`src/rtl/cache_refill_ctrl_pkg.sv`:
```
// Shared definitions for the cache refill controller: FSM encoding and default geometry.
package cache_refill_ctrl_pkg;

    localparam int unsigned DEF_ADDR_W     = 10;
    localparam int unsigned DEF_DATA_W     = 32;
    localparam int unsigned DEF_LINE_WORDS = 4;
    localparam int unsigned DEF_OFF_W      = $clog2(DEF_LINE_WORDS);

    typedef enum logic [1:0] {
        StIdle,
        StWrite,
        StRefill,
        StDone
    } state_e;

endpackage

```
`src/rtl/cache_refill_ctrl_if.sv`:
```
// Core, main-memory and cache-array signals seen by the refill controller.
interface cache_refill_ctrl_if
    import cache_refill_ctrl_pkg::*;
#(
    parameter int unsigned ADDR_W     = DEF_ADDR_W,
    parameter int unsigned DATA_W     = DEF_DATA_W,
    parameter int unsigned LINE_WORDS = DEF_LINE_WORDS
);
    localparam int unsigned OFF_W = $clog2(LINE_WORDS);

    logic              MemRead;
    logic              MemWrite;
    logic [ADDR_W-1:0] WordAddress;
    logic [DATA_W-1:0] WriteData;
    logic              Hit;
    logic              stall;
    logic              MemReq;
    logic              MemWe;
    logic [ADDR_W-1:0] MemAddr;
    logic [DATA_W-1:0] MemWData;
    logic [DATA_W-1:0] MemRData;
    logic              MemAck;
    logic              LineWe;
    logic [OFF_W-1:0]  LineWordSel;
    logic [DATA_W-1:0] LineWData;
    logic              TagWe;

    // The controller masters the memory bus and the cache arrays.
    modport master (
        input  MemRead, MemWrite, WordAddress, WriteData, Hit, MemRData, MemAck,
        output stall, MemReq, MemWe, MemAddr, MemWData, LineWe, LineWordSel, LineWData, TagWe
    );

    modport slave (
        output MemRead, MemWrite, WordAddress, WriteData, Hit, MemRData, MemAck,
        input  stall, MemReq, MemWe, MemAddr, MemWData, LineWe, LineWordSel, LineWData, TagWe
    );

endinterface

```
`src/rtl/cache_refill_ctrl.sv`:
```
// Write-through, no-write-allocate cache controller: forwards stores to memory and
// refills a whole line (word 0 first) on a read miss.
module cache_refill_ctrl
    import cache_refill_ctrl_pkg::*;
#(
    parameter int unsigned ADDR_W     = DEF_ADDR_W,
    parameter int unsigned DATA_W     = DEF_DATA_W,
    parameter int unsigned LINE_WORDS = DEF_LINE_WORDS
) (
    input logic                  CLK,
    input logic                  RST,
    cache_refill_ctrl_if.master  bus
);
    localparam int unsigned      OFF_W     = $clog2(LINE_WORDS);
    localparam logic [OFF_W-1:0] LAST_WORD = OFF_W'(LINE_WORDS - 1);

    state_e            r_state;
    state_e            w_next;
    logic [ADDR_W-1:0] r_addr;
    logic [DATA_W-1:0] r_data;
    logic              r_hit;
    logic [OFF_W-1:0]  r_cnt;
    logic              w_write_go;
    logic              w_refill_go;

    assign w_write_go  = (r_state == StIdle) && bus.MemWrite;
    assign w_refill_go = (r_state == StIdle) && !bus.MemWrite && bus.MemRead && !bus.Hit;

    always_ff @(posedge CLK) begin
        if (RST) begin
            r_state <= StIdle;
            r_addr  <= '0;
            r_data  <= '0;
            r_hit   <= 1'b0;
            r_cnt   <= '0;
        end else begin
            r_state <= w_next;
            if (w_write_go) begin
                r_addr <= bus.WordAddress;
                r_data <= bus.WriteData;
                r_hit  <= bus.Hit;
            end else if (w_refill_go) begin
                r_addr <= {bus.WordAddress[ADDR_W-1:OFF_W], {OFF_W{1'b0}}};
                r_cnt  <= '0;
            end else if ((r_state == StRefill) && bus.MemAck) begin
                // Power-of-two line: the last ack wraps the counter back to 0.
                r_cnt <= r_cnt + 1'b1;
            end
        end
    end

    always_comb begin
        w_next          = r_state;
        bus.stall       = 1'b0;
        bus.MemReq      = 1'b0;
        bus.MemWe       = 1'b0;
        bus.MemAddr     = r_addr;
        bus.MemWData    = r_data;
        bus.LineWe      = 1'b0;
        bus.LineWordSel = r_cnt;
        bus.LineWData   = r_data;
        bus.TagWe       = 1'b0;

        unique case (r_state)
            StIdle: begin
                if (w_write_go) begin
                    w_next = StWrite;
                end else if (w_refill_go) begin
                    w_next = StRefill;
                end
                bus.stall = w_write_go || w_refill_go;
            end
            StWrite: begin
                bus.stall       = 1'b1;
                bus.MemReq      = 1'b1;
                bus.MemWe       = 1'b1;
                bus.LineWordSel = r_addr[OFF_W-1:0];
                if (bus.MemAck) begin
                    w_next     = StDone;
                    bus.LineWe = r_hit;
                end
            end
            StRefill: begin
                bus.stall     = 1'b1;
                bus.MemReq    = 1'b1;
                bus.MemAddr   = {r_addr[ADDR_W-1:OFF_W], r_cnt};
                bus.LineWData = bus.MemRData;
                if (bus.MemAck) begin
                    bus.LineWe = 1'b1;
                    if (r_cnt == LAST_WORD) begin
                        bus.TagWe = 1'b1;
                        w_next    = StDone;
                    end
                end
            end
            StDone: begin
                w_next = StIdle;
            end
            default: begin
                w_next = StIdle;
            end
        endcase
    end

endmodule

```
`src/flat_wrapper.sv`:
```
// flat-port wrapper written by rule: the top's interface ports become plain ports
module cache_refill_ctrl_flat import cache_refill_ctrl_pkg::*;
#(
    parameter int unsigned ADDR_W     = DEF_ADDR_W,
    parameter int unsigned DATA_W     = DEF_DATA_W,
    parameter int unsigned LINE_WORDS = DEF_LINE_WORDS
)
  (CLK, RST, bus_MemRead, bus_MemWrite, bus_WordAddress, bus_WriteData, bus_Hit, bus_MemRData, bus_MemAck, bus_stall, bus_MemReq, bus_MemWe, bus_MemAddr, bus_MemWData, bus_LineWe, bus_LineWordSel, bus_LineWData, bus_TagWe);
  cache_refill_ctrl_if #(.ADDR_W(ADDR_W), .DATA_W(DATA_W), .LINE_WORDS(LINE_WORDS)) bus_i ();
  input logic CLK;
  input logic RST;
  input wire logic [$bits(bus_i.MemRead)-1:0] bus_MemRead;
  input wire logic [$bits(bus_i.MemWrite)-1:0] bus_MemWrite;
  input wire logic [$bits(bus_i.WordAddress)-1:0] bus_WordAddress;
  input wire logic [$bits(bus_i.WriteData)-1:0] bus_WriteData;
  input wire logic [$bits(bus_i.Hit)-1:0] bus_Hit;
  input wire logic [$bits(bus_i.MemRData)-1:0] bus_MemRData;
  input wire logic [$bits(bus_i.MemAck)-1:0] bus_MemAck;
  output wire logic [$bits(bus_i.stall)-1:0] bus_stall;
  output wire logic [$bits(bus_i.MemReq)-1:0] bus_MemReq;
  output wire logic [$bits(bus_i.MemWe)-1:0] bus_MemWe;
  output wire logic [$bits(bus_i.MemAddr)-1:0] bus_MemAddr;
  output wire logic [$bits(bus_i.MemWData)-1:0] bus_MemWData;
  output wire logic [$bits(bus_i.LineWe)-1:0] bus_LineWe;
  output wire logic [$bits(bus_i.LineWordSel)-1:0] bus_LineWordSel;
  output wire logic [$bits(bus_i.LineWData)-1:0] bus_LineWData;
  output wire logic [$bits(bus_i.TagWe)-1:0] bus_TagWe;
  assign bus_i.MemRead = bus_MemRead;
  assign bus_i.MemWrite = bus_MemWrite;
  assign bus_i.WordAddress = bus_WordAddress;
  assign bus_i.WriteData = bus_WriteData;
  assign bus_i.Hit = bus_Hit;
  assign bus_i.MemRData = bus_MemRData;
  assign bus_i.MemAck = bus_MemAck;
  assign bus_stall = bus_i.stall;
  assign bus_MemReq = bus_i.MemReq;
  assign bus_MemWe = bus_i.MemWe;
  assign bus_MemAddr = bus_i.MemAddr;
  assign bus_MemWData = bus_i.MemWData;
  assign bus_LineWe = bus_i.LineWe;
  assign bus_LineWordSel = bus_i.LineWordSel;
  assign bus_LineWData = bus_i.LineWData;
  assign bus_TagWe = bus_i.TagWe;
  cache_refill_ctrl #(.ADDR_W(ADDR_W), .DATA_W(DATA_W), .LINE_WORDS(LINE_WORDS)) u_core (.CLK(CLK), .RST(RST), .bus(bus_i));
endmodule
```
`config.mk`:
```
export PLATFORM = sky130hd
export DESIGN_NAME = cache_refill_ctrl_flat
export DESIGN_NICKNAME = d
export VERILOG_FILES = /design/src/rtl/cache_refill_ctrl_pkg.sv /design/src/rtl/cache_refill_ctrl_if.sv /design/src/rtl/cache_refill_ctrl.sv /design/src/flat_wrapper.sv
export SDC_FILE = /design/constraint.sdc
export NUM_CORES = 1
export LEC_CHECK = 0
export BUFFER_PORTS_ARGS = -buffer_cell sky130_fd_sc_hd__buf_2
export CAP_MARGIN = 40
export CORE_ASPECT_RATIO = 1.5
export CORE_MARGIN = 2
export CORE_UTILIZATION = 38
export CTS_BUF_LIST = sky130_fd_sc_hd__clkbuf_16
export CTS_CLUSTER_DIAMETER = 50
export CTS_CLUSTER_SIZE = 28
export DETAILED_ROUTE_END_ITERATION = 8
export PLACE_DENSITY = 0.85
export SETUP_SLACK_MARGIN = 0.05
export SYNTH_ARGS = -nofsm -noshare
export SYNTH_HDL_FRONTEND = slang
export SYNTH_SLANG_ARGS = --single-unit
export TNS_END_PERCENT = 10
```
`constraint.sdc`:
```
create_clock -name CLK -period 1.6 [get_ports CLK]
set_clock_uncertainty 0.1 [all_clocks]
set_input_delay 0.32 -clock CLK [delete_from_list [all_inputs] [get_ports CLK]]
set_output_delay 0.32 -clock CLK [all_outputs]
set_load 0.1 [all_outputs]
```
==> qor.yml <==
drt:
  first_pass_iters: 4
  detail_route.wl_per_cell_um: 15.5
  routed_wl_um: 7690
  dr_total_vias: 2484
  drc_errors: 0
  drtIter0Drc: 99
  ant_nets: 0
  viasPerCell: 5.02
critical_path:
  cp_slowest_cell: "mux2_2"
  ff2ff_path_depth: 7
  required_ps: 1180
  reg2reg_to: "u_core.r_state[0]"
  slowest_delay_ps: 360
  rrSetupSlack_ps: -60
  cp-endpoint: "bus_LineWData[26]"
  path_cells: "inv_4, ha_4, buf_12, mux2_2, buf_6"
  arrival_ps: 1600
  reg2reg_from: "u_core.r_state[0]"
  cpLargestDelayFamily: "buffers and inverters"
  cp-startpoint: "u_core.r_state[0]"
  start_kind: "flop"
  critPathBufInv: 3
  setup.worst_path.end_class: "primary output"
  crit_fanout: 11
  path_class: "reg -> out"
  worstSetupPathDepth: 5
floorplan:
  die_h_um: 102
  die-area_um2: 7060
  die_w_um: 69.3
  io_pins: 161
  core_um2: 6170
  placementRows: 35
  start_util_pct: 39.4
yosys:
  yosysWarnings: 0
  syn_nets: 347
  syn_avg_cell_area_um2: 9.27
  synth_seq_area_share_pct: 38.7
  synth_top_family_by_area: "multiplexers"
  synth_cells: 262
  synth_area_um2: 2430
  synth_compound_area_share_pct: 13.0
  synth_xor_area_share_pct: 0.360
  synth-simple-area-share_pct: 16.3
  ys_ff_latch: 47
  yosys.area_share.adder_pct: 2.57
  synth_mux_area_share_pct: 20.8
  synth_cell_types: 29
global_routing:
  grt_max_degree: 30
  grt_overflow: 0
  met2_usage_pct: 42.2
  first_global_vias: 2525
  busiest_layer: "met2"
  grt_use_met3_pct: 3.25
  antenna_found_initial: 0
  grt_pass1_wl_um: 12000
  grt_util_met1_pct: 21.7
  track_usage_pct: 21.4
sta:
  setup_viol: 43
  rsz0062_at_grt: "yes"
  hold_viol: 0
  setup_ws_ps: -420
  drv_slew: 0
  slew-limit-headroom_pct: 67.4
  min_period_over_period_pct: 126
  worst_slew_pin_slew_ps: 493
  fin_crit_ps: 2020
  fmax_mhz: 495
layout:
  antennaDiodeCount: 0
  final_cells: 495
  fillers: 452
  multi_input_area_um2: 1440
  synthToLayoutAreaGrowth_pct: 69.9
  finalNetCount: 505
  drive_gt1_share_pct: 68.9
  seq_area_um2: 977
placed_design:
  placed_cells: 485
  pre_cts_slack_ps: -259
  place_hpwl_um: 5320
  portBuffers: 160
  routabilityCongestion: 0.787
clock_network:
  cts_made_buffers: 5
  clk_latency_ps: 280
  htree_levels: 2
  clock_path_buffers: 2
  cts.sinks: 47
  cts_tree: "yes"
  cts-root-buf: "clkbuf_16"
  postCtsHoldBufs: 0
  clk_pin_slew_ps: 70
hold_path:
  min_path_type: "in -> reg"
status:
  status: "complete, but fails checks"
  violations: "setup timing"
flow_run:
  cap_violations: 0
[worst min-delay path, delay by kind of cell]
kind | cells | cell delay, ps
AOI/OAI and AO/OA | 1 | 40
buffers and inverters | 1 | 100
and+or+nand+nor | 1 | 50
[kinds of logic after synthesis]
logic type / count (synthesis)
adder cells (fa/ha/maj): 5
multiplexers: 46
XOR/XNOR: 1
AO/OA/AOI/OAI: 44
AND/OR/NAND/NOR: 91
flip-flops: 47
buffers and inverters: 28
[sequential cells by signal (all words and copies together), names as in the netlist]
| signal | cells |
|---|---|
| u_core.r_addr | 10 |
| u_core.r_cnt | 2 |
| u_core.r_hit | 1 |
| u_core.bus.MemWData | 32 |
| u_core.r_state | 2 |
[routing by layer]
layer / wire length, um / part of all wire (%)
met1: 2740 / 36
met3: 405 / 5.3
met4: 208 / 2.7
met2: 4340 / 56
met5: 0 / 0
[cells in the mapped netlist]
| cell type | instances | share of area [%] |
|---|---|---|
| a211oi_2 | 1 | 0.51 |
| a21o_1 | 1 | 0.31 |
| a21oi_1 | 18 | 3.7 |
| a21oi_2 | 18 | 6.5 |
| a221oi_2 | 1 | 0.62 |
| a22oi_1 | 2 | 0.62 |
| and2_1 | 1 | 0.26 |
| and3_1 | 2 | 0.51 |
| buf_12 | 1 | 0.82 |
| buf_2 | 4 | 0.82 |
| buf_4 | 11 | 3.4 |
| buf_6 | 1 | 0.46 |
| buf_8 | 2 | 1.2 |
| clkbuf_1 | 5 | 0.77 |
| clkbuf_2 | 1 | 0.21 |
| dfxtp_1 | 47 | 39 |
| ha_1 | 5 | 2.6 |
| inv_1 | 3 | 0.46 |
| mux2_2 | 36 | 17 |
| mux2i_1 | 10 | 4.1 |
| nand2_1 | 57 | 8.8 |
| nand2_2 | 12 | 3.1 |
| nand2b_1 | 1 | 0.26 |
| nor2_1 | 15 | 2.3 |
| nor2b_1 | 2 | 0.51 |
| nor2b_4 | 1 | 0.57 |
| o21ai_0 | 2 | 0.41 |
| o21ai_2 | 1 | 0.36 |
| xnor2_1 | 1 | 0.36 |
[how the worst min path moves through the flow]
stage	startpoint	endpoint	slack, ps	depth (start not counted)
after global routing	bus_WriteData[24]	u_core.bus.MemWData[24]	150	3
after floorplan	bus_WriteData[23]	u_core.bus.MemWData[23]	340	2
final	bus_WriteData[26]	u_core.bus.MemWData[26]	160	3
after detailed placement	u_core.bus.MemWData[11]	u_core.bus.MemWData[11]	360	2
after global placement	u_core.bus.MemWData[5]	u_core.bus.MemWData[5]	350	2
after CTS	bus_WriteData[25]	u_core.bus.MemWData[25]	150	3
[final cells by class]
| type | instances | share of cell area [%] |
|---|---|---|
| Inverter | 3 | 0.515 |
| Clock inverter | 2 | 0.303 |
| Timing Repair Buffer | 176 | 34.8 |
| Multi-Input combinational cell | 187 | 34.8 |
| Tap cell | 74 | 2.24 |
| Clock buffer | 6 | 3.64 |
| Sequential cell | 47 | 23.7 |
[stage by stage]
| stage | cell area (um2) | setup TNS [ps] | utilization (%) | hold WS (ps) |
|---|---|---|---|---|
| 6_report | 4130 | -14870 | 66.9 | 160 |
| 5_1_grt | 4130 | -16630 | 66.9 | 153 |
| 4_1_cts | 4110 | -15420 | 66.5 | 155 |
| 3_5_place_dp | 3550 | -8180 | 57.5 | 356 |
| 3_3_place_gp | 3550 | -6900 | 57.5 | 347 |
| 2_1_floorplan | 2590 | -8480 | - | 339 |
[placed cells by master, fill, tap and decap left out, types with 2 or more instances in the layout]
| master | Yosys | final |
|---|---|---|
| ha_1 | 5 | 2 |
| nand2_1 | 57 | 57 |
| dfxtp_1 | 47 | 20 |
| nor2_1 | 15 | 14 |
| o21ai_0 | 2 | 2 |
| buf_8 | 2 | 3 |
| a21oi_2 | 18 | 18 |
| ha_4 | 0 | 3 |
| mux2i_1 | 10 | 10 |
| buf_2 | 4 | 119 |
| a21oi_1 | 18 | 17 |
| mux2_4 | 0 | 19 |
| dfxtp_2 | 0 | 26 |
| a22oi_1 | 2 | 2 |
| mux2_2 | 36 | 17 |
| inv_6 | 0 | 2 |
| inv_4 | 0 | 2 |
| nand2_2 | 12 | 12 |
| buf_4 | 11 | 5 |
| clkbuf_16 | 0 | 6 |
| nor2b_1 | 2 | 2 |
| buf_12 | 1 | 22 |
| buf_6 | 1 | 26 |
[timing repair]
item,4_1_cts,5_1_grt
endpoints found under the setup margin,61,74
pin swaps,2,2
gates cloned,1,0
resized for setup,101,7
setup buffers,1,0
Power is not shown: default switching activity piles up to over one toggle a cycle in this logic, so the estimate is an artifact.
